File: config.mk
export PLATFORM = sky130hd
export DESIGN_NAME = fetch_buffer
export DESIGN_NICKNAME = d
export VERILOG_FILES = /design/src/rtl/fetch_buffer.sv
export SDC_FILE = /design/constraint.sdc
export NUM_CORES = 1
export LEC_CHECK = 0
export CAP_MARGIN = 15
export CORE_MARGIN = 2
export CORE_UTILIZATION = 57
export DETAILED_ROUTE_END_ITERATION = 8
export DONT_BUFFER_PORTS = 1
export HOLD_SLACK_MARGIN = 0.12
export PLACE_DENSITY = 0.75
export REMOVE_ABC_BUFFERS = 1
export SYNTH_ARGS = -nofsm -noshare
export SYNTH_HDL_FRONTEND = slang
export SYNTH_SLANG_ARGS = --single-unit
File: constraint.sdc
create_clock -name clk -period 4.7 [get_ports clk]
set_input_delay 0.94 -clock clk [delete_from_list [all_inputs] [get_ports clk]]
set_output_delay 0.94 -clock clk [all_outputs]
set_load 0.1 [all_outputs]
File: src/rtl/fetch_buffer.sv
// Instruction prefetch queue: issues sequential fetches over a req/ack
// handshake, queues {pc, instr} pairs, and hands them to IF/ID with
// valid/ready. A redirect flushes the queue and restarts fetch.
module fetch_buffer #(
    parameter int                 DEPTH    = 4,
    parameter int                 ADDR_W   = 64,
    parameter int                 INSTR_W  = 32,
    parameter logic [ADDR_W-1:0]  RESET_PC = '0
) (
    input  logic                       clk,
    input  logic                       reset,
    input  logic                       redirect,
    input  logic [ADDR_W-1:0]          redirect_pc,
    output logic                       imem_req,
    output logic [ADDR_W-1:0]          imem_addr,
    input  logic                       imem_ack,
    input  logic [INSTR_W-1:0]         imem_rdata,
    output logic                       out_valid,
    input  logic                       out_ready,
    output logic [ADDR_W-1:0]          out_pc,
    output logic [INSTR_W-1:0]         out_instr,
    output logic [$clog2(DEPTH):0]     count
);
    localparam int PW = $clog2(DEPTH);
    localparam int CW = PW + 1;

    typedef enum logic [1:0] {IDLE, WAIT, DISCARD} state_t;

    state_t             state_q, state_d;
    logic [ADDR_W-1:0]  fetch_pc_q, fetch_pc_d;
    logic [ADDR_W-1:0]  pending_pc_q, pending_pc_d;
    logic [PW-1:0]      rd_ptr_q, rd_ptr_d;
    logic [PW-1:0]      wr_ptr_q, wr_ptr_d;
    logic [CW-1:0]      count_q, count_d;
    logic [ADDR_W-1:0]  pc_mem_q    [DEPTH];
    logic [ADDR_W-1:0]  pc_mem_d    [DEPTH];
    logic [INSTR_W-1:0] instr_mem_q [DEPTH];
    logic [INSTR_W-1:0] instr_mem_d [DEPTH];

    logic              push, pop;
    logic [ADDR_W-1:0] redir_pc;

    // Outputs: head of queue, zeroed when empty; request only while a fetch is in flight
    always_comb begin
        out_valid = (count_q != '0);
        out_pc    = out_valid ? pc_mem_q[rd_ptr_q]    : '0;
        out_instr = out_valid ? instr_mem_q[rd_ptr_q] : '0;
        imem_req  = (state_q == WAIT) || (state_q == DISCARD);
        imem_addr = fetch_pc_q;
        count     = count_q;
    end

    // Queue bookkeeping and fetch FSM next-state; count_d feeds the credit check
    always_comb begin
        redir_pc     = redirect_pc & ~ADDR_W'(3);
        push         = (state_q == WAIT) && imem_ack && !redirect;
        pop          = out_valid && out_ready && !redirect;
        state_d      = state_q;
        fetch_pc_d   = fetch_pc_q;
        pending_pc_d = pending_pc_q;
        pc_mem_d     = pc_mem_q;
        instr_mem_d  = instr_mem_q;

        // Redirect flushes everything, including a head that would have been popped
        if (redirect) begin
            count_d  = '0;
            rd_ptr_d = '0;
            wr_ptr_d = '0;
        end else begin
            count_d  = count_q + CW'(push) - CW'(pop);
            rd_ptr_d = pop  ? rd_ptr_q + PW'(1) : rd_ptr_q;
            wr_ptr_d = push ? wr_ptr_q + PW'(1) : wr_ptr_q;
        end

        if (push) begin
            pc_mem_d[wr_ptr_q]    = fetch_pc_q;
            instr_mem_d[wr_ptr_q] = imem_rdata;
        end

        case (state_q)
            IDLE: begin
                if (redirect)
                    fetch_pc_d = redir_pc;
                else if (count_d < CW'(DEPTH))
                    state_d = WAIT;
            end
            WAIT: begin
                if (redirect && !imem_ack) begin
                    // Request cannot be cancelled: wait out its ack in DISCARD
                    state_d      = DISCARD;
                    pending_pc_d = redir_pc;
                end else if (redirect) begin
                    fetch_pc_d = redir_pc;
                    state_d    = IDLE;
                end else if (imem_ack) begin
                    fetch_pc_d = fetch_pc_q + ADDR_W'(4);
                    if (!(count_d < CW'(DEPTH)))
                        state_d = IDLE;
                end
            end
            DISCARD: begin
                if (redirect)
                    pending_pc_d = redir_pc;
                if (imem_ack) begin
                    // Newest redirect wins if it lands on the ack cycle
                    fetch_pc_d = redirect ? redir_pc : pending_pc_q;
                    state_d    = IDLE;
                end
            end
            default: state_d = IDLE;
        endcase
    end

    // Control state with synchronous reset; an ack arriving under reset is ignored
    always_ff @(posedge clk) begin
        if (reset) begin
            state_q      <= IDLE;
            fetch_pc_q   <= RESET_PC;
            pending_pc_q <= '0;
            rd_ptr_q     <= '0;
            wr_ptr_q     <= '0;
            count_q      <= '0;
        end else begin
            state_q      <= state_d;
            fetch_pc_q   <= fetch_pc_d;
            pending_pc_q <= pending_pc_d;
            rd_ptr_q     <= rd_ptr_d;
            wr_ptr_q     <= wr_ptr_d;
            count_q      <= count_d;
        end
    end

    // Entry storage; contents are don't-care until written, outputs are gated by out_valid
    always_ff @(posedge clk) begin
        pc_mem_q    <= pc_mem_d;
        instr_mem_q <= instr_mem_d;
    end
endmodule

**Word-level counts from Yosys, hierarchy flattened**

Index checks and enable logic that the tools add are counted.

- Output and inout port bits: 165
- Flip-flop bits (word level): 521
- Logic and storage cells: 85
- Input bits: 101

- Reductions and logical operators: 17
- $add $sub $neg: 5
- Magnitude comparators: 4
- Eq/ne operators: 11
- Bitwise operators: 2
- Mux-type cells: 32

Operator list:

| cell | number |
|---|---|
| 64-bit 2-to-1 mux | 11 |
| 256-bit bitwise mux | 1 |
| 64-bit one-hot mux with 3 select lines | 1 |
| 64-bit binary-select mux with 2-bit select | 1 |
| 128-bit bitwise mux | 1 |
| 64-bit demux with 2-bit select | 1 |
| 32-bit 2-to-1 mux | 4 |
| 64-bit one-hot mux with 2 select lines | 1 |
| 64-bit by 3-bit adder with 64-bit output, second input constant | 1 |
| 32-bit binary-select mux with 2-bit select | 1 |
| 32-bit demux with 2-bit select | 1 |
| 2-bit 2-to-1 mux | 7 |
| 2-bit inequality test, second input constant | 5 |
| 5-bit AND reduction | 2 |
| 4-bit by 3-bit inequality test with 1-bit output, second input constant | 2 |
| 3-bit >= comparator, second input constant | 2 |
| 1-bit logical AND | 6 |
| 2-bit NOT with 3-bit output | 2 |
| 2-bit one-hot mux with 3 select lines | 1 |
| 3-bit nonzero test | 2 |
| 2-bit by 1-bit adder with 2-bit output, second input constant | 2 |
| 3-bit by 1-bit adder with 3-bit output | 1 |
| 3-bit by 1-bit < comparator with 1-bit output, second input constant | 1 |
| 3-bit < comparator, second input constant | 1 |
| 12 further kinds | 13 |

**Logic depth before layout (Yosys ltp)**

- Depth in word-level cells: 12
- Depth in mapped cells: 14
- Gate-level depth less buffers: 13

**Worst setup path before layout**

No wires, ideal clock.

- Path type: input to register
- Start: input redirect
- End: register instr_mem_q[0] (netlist bit) (enable)
- Required time: 4.234 ns
- Path buffers: 3
- Stages on the path: 5
- Arrival: 4.147 ns
- Setup time: 0.466 ns
- Path slack: 0.087 ns
- Cell sequence: buf_2 -> nor2b_1 -> clkbuf_1 -> clkbuf_1 -> and3_1

- Word-level cells in the longest chain between the ends: 2

Ends and longest elaborated chain:

| what | line | text |
|---|---|---|
| start, declared | 12 | `input logic redirect,` |
| 1-bit logical NOT | 56 | `push = (state_q == WAIT) && imem_ack && !redirect;` |
| 1-bit logical AND | 56 |  |
| end signal, assigned | 136 | `instr_mem_q <= instr_mem_d;` |
| end, declared | 37 | `logic [INSTR_W-1:0] instr_mem_q [DEPTH];` |

Every way passes these cells.
A chain may end at the register's enable or synchronous reset.

**Final worst setup path**

- Start: register count_q[1] (netlist: count[1])
- End: output out_pc[48]

- Word-level cells in the longest chain between the ends: 2

Ends and longest elaborated chain:

| what | line | text |
|---|---|---|
| start, declared | 34 | `logic [CW-1:0] count_q, count_d;` |
| start signal, assigned | 129 | `count_q <= count_d;` |
| 3-bit nonzero test | 45 | `out_valid = (count_q != '0);` |
| via out_valid | 18 | `output logic out_valid,` |
| 64-bit 2-to-1 mux | 46 | `out_pc = out_valid ? pc_mem_q[rd_ptr_q] : '0;` |
| end, declared | 20 | `output logic [ADDR_W-1:0] out_pc,` |

The timed path passes the listed nets, and every way through them passes these cells.

==> flow_metrics.env <==
export IMPL_antenna_diode_count=0
export IMPL_via_per_inst=6.44
export IMPL_cts_setup_buffers=0
export IMPL_layout_nets=1898
export IMPL_grt_pass1_wl_mm=87.8
export IMPL_fin_crit_ns=4.00
export IMPL_synth_compound_area_share_pct=9.70
export IMPL_slew_headroom_pct=20.0
export IMPL_path_max_fanout=52
export IMPL_stdcell_area_um2=25800
export IMPL_syn_inst=1715
export IMPL_post_cts_resized=0
export IMPL_start_util_pct=57.6
export IMPL_place_congestion=0.872
export IMPL_grt_setup_unrepaired="false"
export IMPL_status="completed"
export IMPL_p_comb_share_pct=20.1
export IMPL_grt_most_used_layer="met2"
export IMPL_die_height_um=204
export IMPL_ys_flop_type="edfxtp_1"
export IMPL_num_rows=73
export IMPL_syn_avg_cell_area_um2=13.3
export IMPL_wl_per_cell_um=24.6
export IMPL_placed_cell_area_um2=24200
export IMPL_grt_total_usage_pct=27.9
export IMPL_hold_buffers=0
export IMPL_cts_tree="done"
export IMPL_power_frac_clock_pct=33.9
export IMPL_dieArea_um2=41600
export IMPL_p_int_mw=7.97
export IMPL_worstSetupEndpointType="output pin"
export IMPL_slowest_delay_ns=0.62
export IMPL_use_met3_pct=8.50
export IMPL_port_buffers=0
export IMPL_netSwitchingFraction_pct=31.3
export IMPL_cts_num_sinks=521
export IMPL_grt_overflow=0
export IMPL_synth_top_family_by_area="simple AND/OR/NAND/NOR gates"
export IMPL_synth_seq_cells=521
export IMPL_drive_above_1_share_pct=20.7
export IMPL_setup_violations=0
export IMPL_fin_crit_sh_pct=85.2
export IMPL_cts_path_max_buffers=3
export IMPL_path_class="reg -> out"
export IMPL_synth_yosys_seq_area_share_pct=62.7
export IMPL_synthToLayoutAreaGrowth_pct=13.2
export IMPL_path_delay_family="buffers and inverters"
export IMPL_fin_skew_ns=0.0264
export IMPL_finalWirelength_mm=57.9
export IMPL_p_seq_share_pct=46.0
export IMPL_p_leak_nw=8.42
export IMPL_synth_simple_area_share_pct=12.5
export IMPL_p_switching_mw=3.63
export IMPL_yosysWarnings=0
export IMPL_grt_max_degree=137
export IMPL_final_util_pct=65.2
export IMPL_num_io_pins=266
export IMPL_drtPass1Iterations=6
export IMPL_drt_initial_drc_count=1613
export IMPL_die_w_um=204
export IMPL_cp_start_kind="flip-flop"
export IMPL_muxShareOfSynthArea_pct=11.2
export IMPL_synthXorXnorAreaFrac_pct=0.808
export IMPL_htreeDepth=2
export IMPL_worst_slew_pin_slew_ns=1.20
export IMPL_fin_ws_ns=0.697
export IMPL_async_reset_ff_share_pct=0
export IMPL_numCtsBuffers=50
export IMPL_grtUsageMet2_pct=45.5
export IMPL_synth_distinct_cells=76
export IMPL_insertion_delay_ns=0.60
export IMPL_place_ws_ns=1.02
export IMPL_ant_nets=0
export IMPL_dp_hpwl_mm=35.3
export IMPL_required_ns=3.76
export IMPL_max_cap_violations=0
export IMPL_critPathMostFrequentCell="buf_4"
export IMPL_grt_use_met1_pct=35.8
export IMPL_drc=0
export IMPL_core_um2=39500
export IMPL_synth_fa_ha_area_share_pct=0.693
export IMPL_cts_root_buf="clkbuf_16"
export IMPL_cts_reportedPaths_clkPinSlew_ns=0.06
export IMPL_grt_pass1_vias=14900
export IMPL_vias=15100
export IMPL_max_freq_mhz=250
export IMPL_crit_chain="buf_4 > or3_4 > buf_4 > buf_4 > and2_1 > buf_4"
export IMPL_hold_path_class="in -> reg"
export IMPL_cp_arrival_ns=3.06
export IMPL_slew_viol_final=0
export IMPL_peakVddDrop_v=0.000313
export IMPL_power_density_nw_per_um2=450
export IMPL_antenna_found_initial=2
export IMPL_hold_viol_final=0
export IMPL_crit_path_top_delay_cell="buf_4"
export IMPL_synth_edf_count=384
export IMPL_syn_area_um2=22800
export IMPL_critical_path_buf_inv_count=4
==> layout by cell type, fill, tap and decap left out, types with 5 or more instances in the layout <==
| cell type | count |
|---|---|
| mux2_2 | 26 |
| and2_1 | 103 |
| buf_4 | 134 |
| clkbuf_1 | 6 |
| nand4_1 | 30 |
| o21ai_0 | 83 |
| nor4_1 | 15 |
| a22o_1 | 42 |
| nor3_1 | 44 |
| a31oi_1 | 7 |
| clkinv_1 | 12 |
| nand2_1 | 184 |
| a21oi_1 | 108 |
| edfxtp_1 | 384 |
| nor3b_1 | 8 |
| mux2i_1 | 10 |
| inv_1 | 14 |
| a22oi_1 | 11 |
| o211ai_1 | 7 |
| buf_12 | 8 |
| clkbuf_8 | 5 |
| a221oi_1 | 15 |
| ha_1 | 9 |
| xnor2_1 | 18 |
| clkinv_2 | 9 |
| mux4_2 | 96 |
| nand3_1 | 27 |
| clkbuf_16 | 51 |
| dfxtp_1 | 135 |
| a221o_1 | 21 |
| o22ai_1 | 5 |
| clkinvlp_4 | 5 |
| nor2_1 | 88 |
==> path summary, 6_finish.rpt <==
kind,slack [ns],from,endpoint,cells after the start
worst max-delay path,0.70,count[1],out_pc[48],6
worst min-delay path,0.41,reset,pending_pc_q[19],1
worst max register to register,1.04,state_q[1],state_q[1],13
worst min register to register,0.45,pending_pc_q[16],pending_pc_q[16],2
==> power by group through the flow <==
stage	Combinational, mW	Sequential [mW]	Clock [mW]
after floorplan	0.891	6.26	0
after global placement	2.27	5.42	0
after detailed placement	2.31	5.43	0
after CTS	2.32	5.33	4.01
after global routing	2.45	5.35	4.16
final	2.34	5.33	3.93
==> sequential cells by signal, indices dropped and copies added, names as in the netlist <==
| signal | count |
|---|---|
| rd_ptr_q | 2 |
| pending_pc_q | 64 |
| pc_mem_q | 256 |
| imem_addr | 64 |
| state_q | 2 |
| instr_mem_q | 128 |
| count | 3 |
| wr_ptr_q | 2 |
==> routing by layer <==
metal / wire, um / vias up
met5: 0 / -
met4: 1480 / 0
met3: 6350 / 108
met2: 27900 / 750
met1: 22100 / 7580
li1: - / 6707
==> through the flow <==
| stage | TNS, ns | power [mW] | std cells | hold WS (ns) |
|---|---|---|---|---|
| after detailed placement | 0 | 7.74 | 2258 | 0.440 |
| after CTS | 0 | 11.7 | 2351 | 0.381 |
| final | 0 | 11.6 | 2351 | 0.409 |
| after floorplan | -185.06 | 7.15 | 1591 | 0.426 |
| after global routing | 0 | 12.0 | 2351 | 0.389 |
| after global placement | 0 | 7.68 | 2258 | 0.433 |
==> cell usage after synthesis (7+ instances only) <==
library cell / instances / share of area [%]
a22oi_1: 11 / 0.36
a31oi_1: 7 / 0.19
mux4_2: 96 / 9.5
nand3_1: 27 / 0.59
mux2_2: 26 / 1.3
nand2_1: 184 / 3.0
and3_1: 7 / 0.19
buf_2: 17 / 0.37
nor3_1: 44 / 0.97
edfxtp_1: 384 / 51
ha_1: 11 / 0.60
o21ai_0: 83 / 1.8
and2_1: 103 / 2.8
clkbuf_1: 98 / 1.6
nand4_1: 30 / 0.82
dfxtp_1: 137 / 12
buf_1: 8 / 0.13
xnor2_1: 18 / 0.69
o211ai_1: 7 / 0.23
a21oi_1: 109 / 2.4
nor2_1: 88 / 1.5
nor3b_1: 8 / 0.26
a22o_1: 42 / 1.6
nor4_1: 16 / 0.44
a221o_1: 21 / 0.92
a221oi_1: 15 / 0.58
inv_1: 14 / 0.23
mux2i_1: 10 / 0.44
==> cell families after synthesis <==
| logic type | Yosys count |
|---|---|
| multiplexers | 132 |
| XOR/XNOR | 21 |
| AO/OA/AOI/OAI | 337 |
| buffers and inverters | 138 |
| adder cells (fa/ha/maj) | 12 |
| flip-flops | 521 |
| AND/OR/NAND/NOR | 554 |
==> final cells by class <==
cell class / count / area, um^2
flip-flops and latches: 521 / 14300
fillers: 2888 / 13800
multi-input cells: 1056 / 8010
clock buffers: 62 / 1370
repair buffers: 142 / 1170
well taps: 525 / 657
clock inverters: 31 / 235
inverters: 14 / 52.6
No activity file was read; power rests on OpenSTA's default activity.
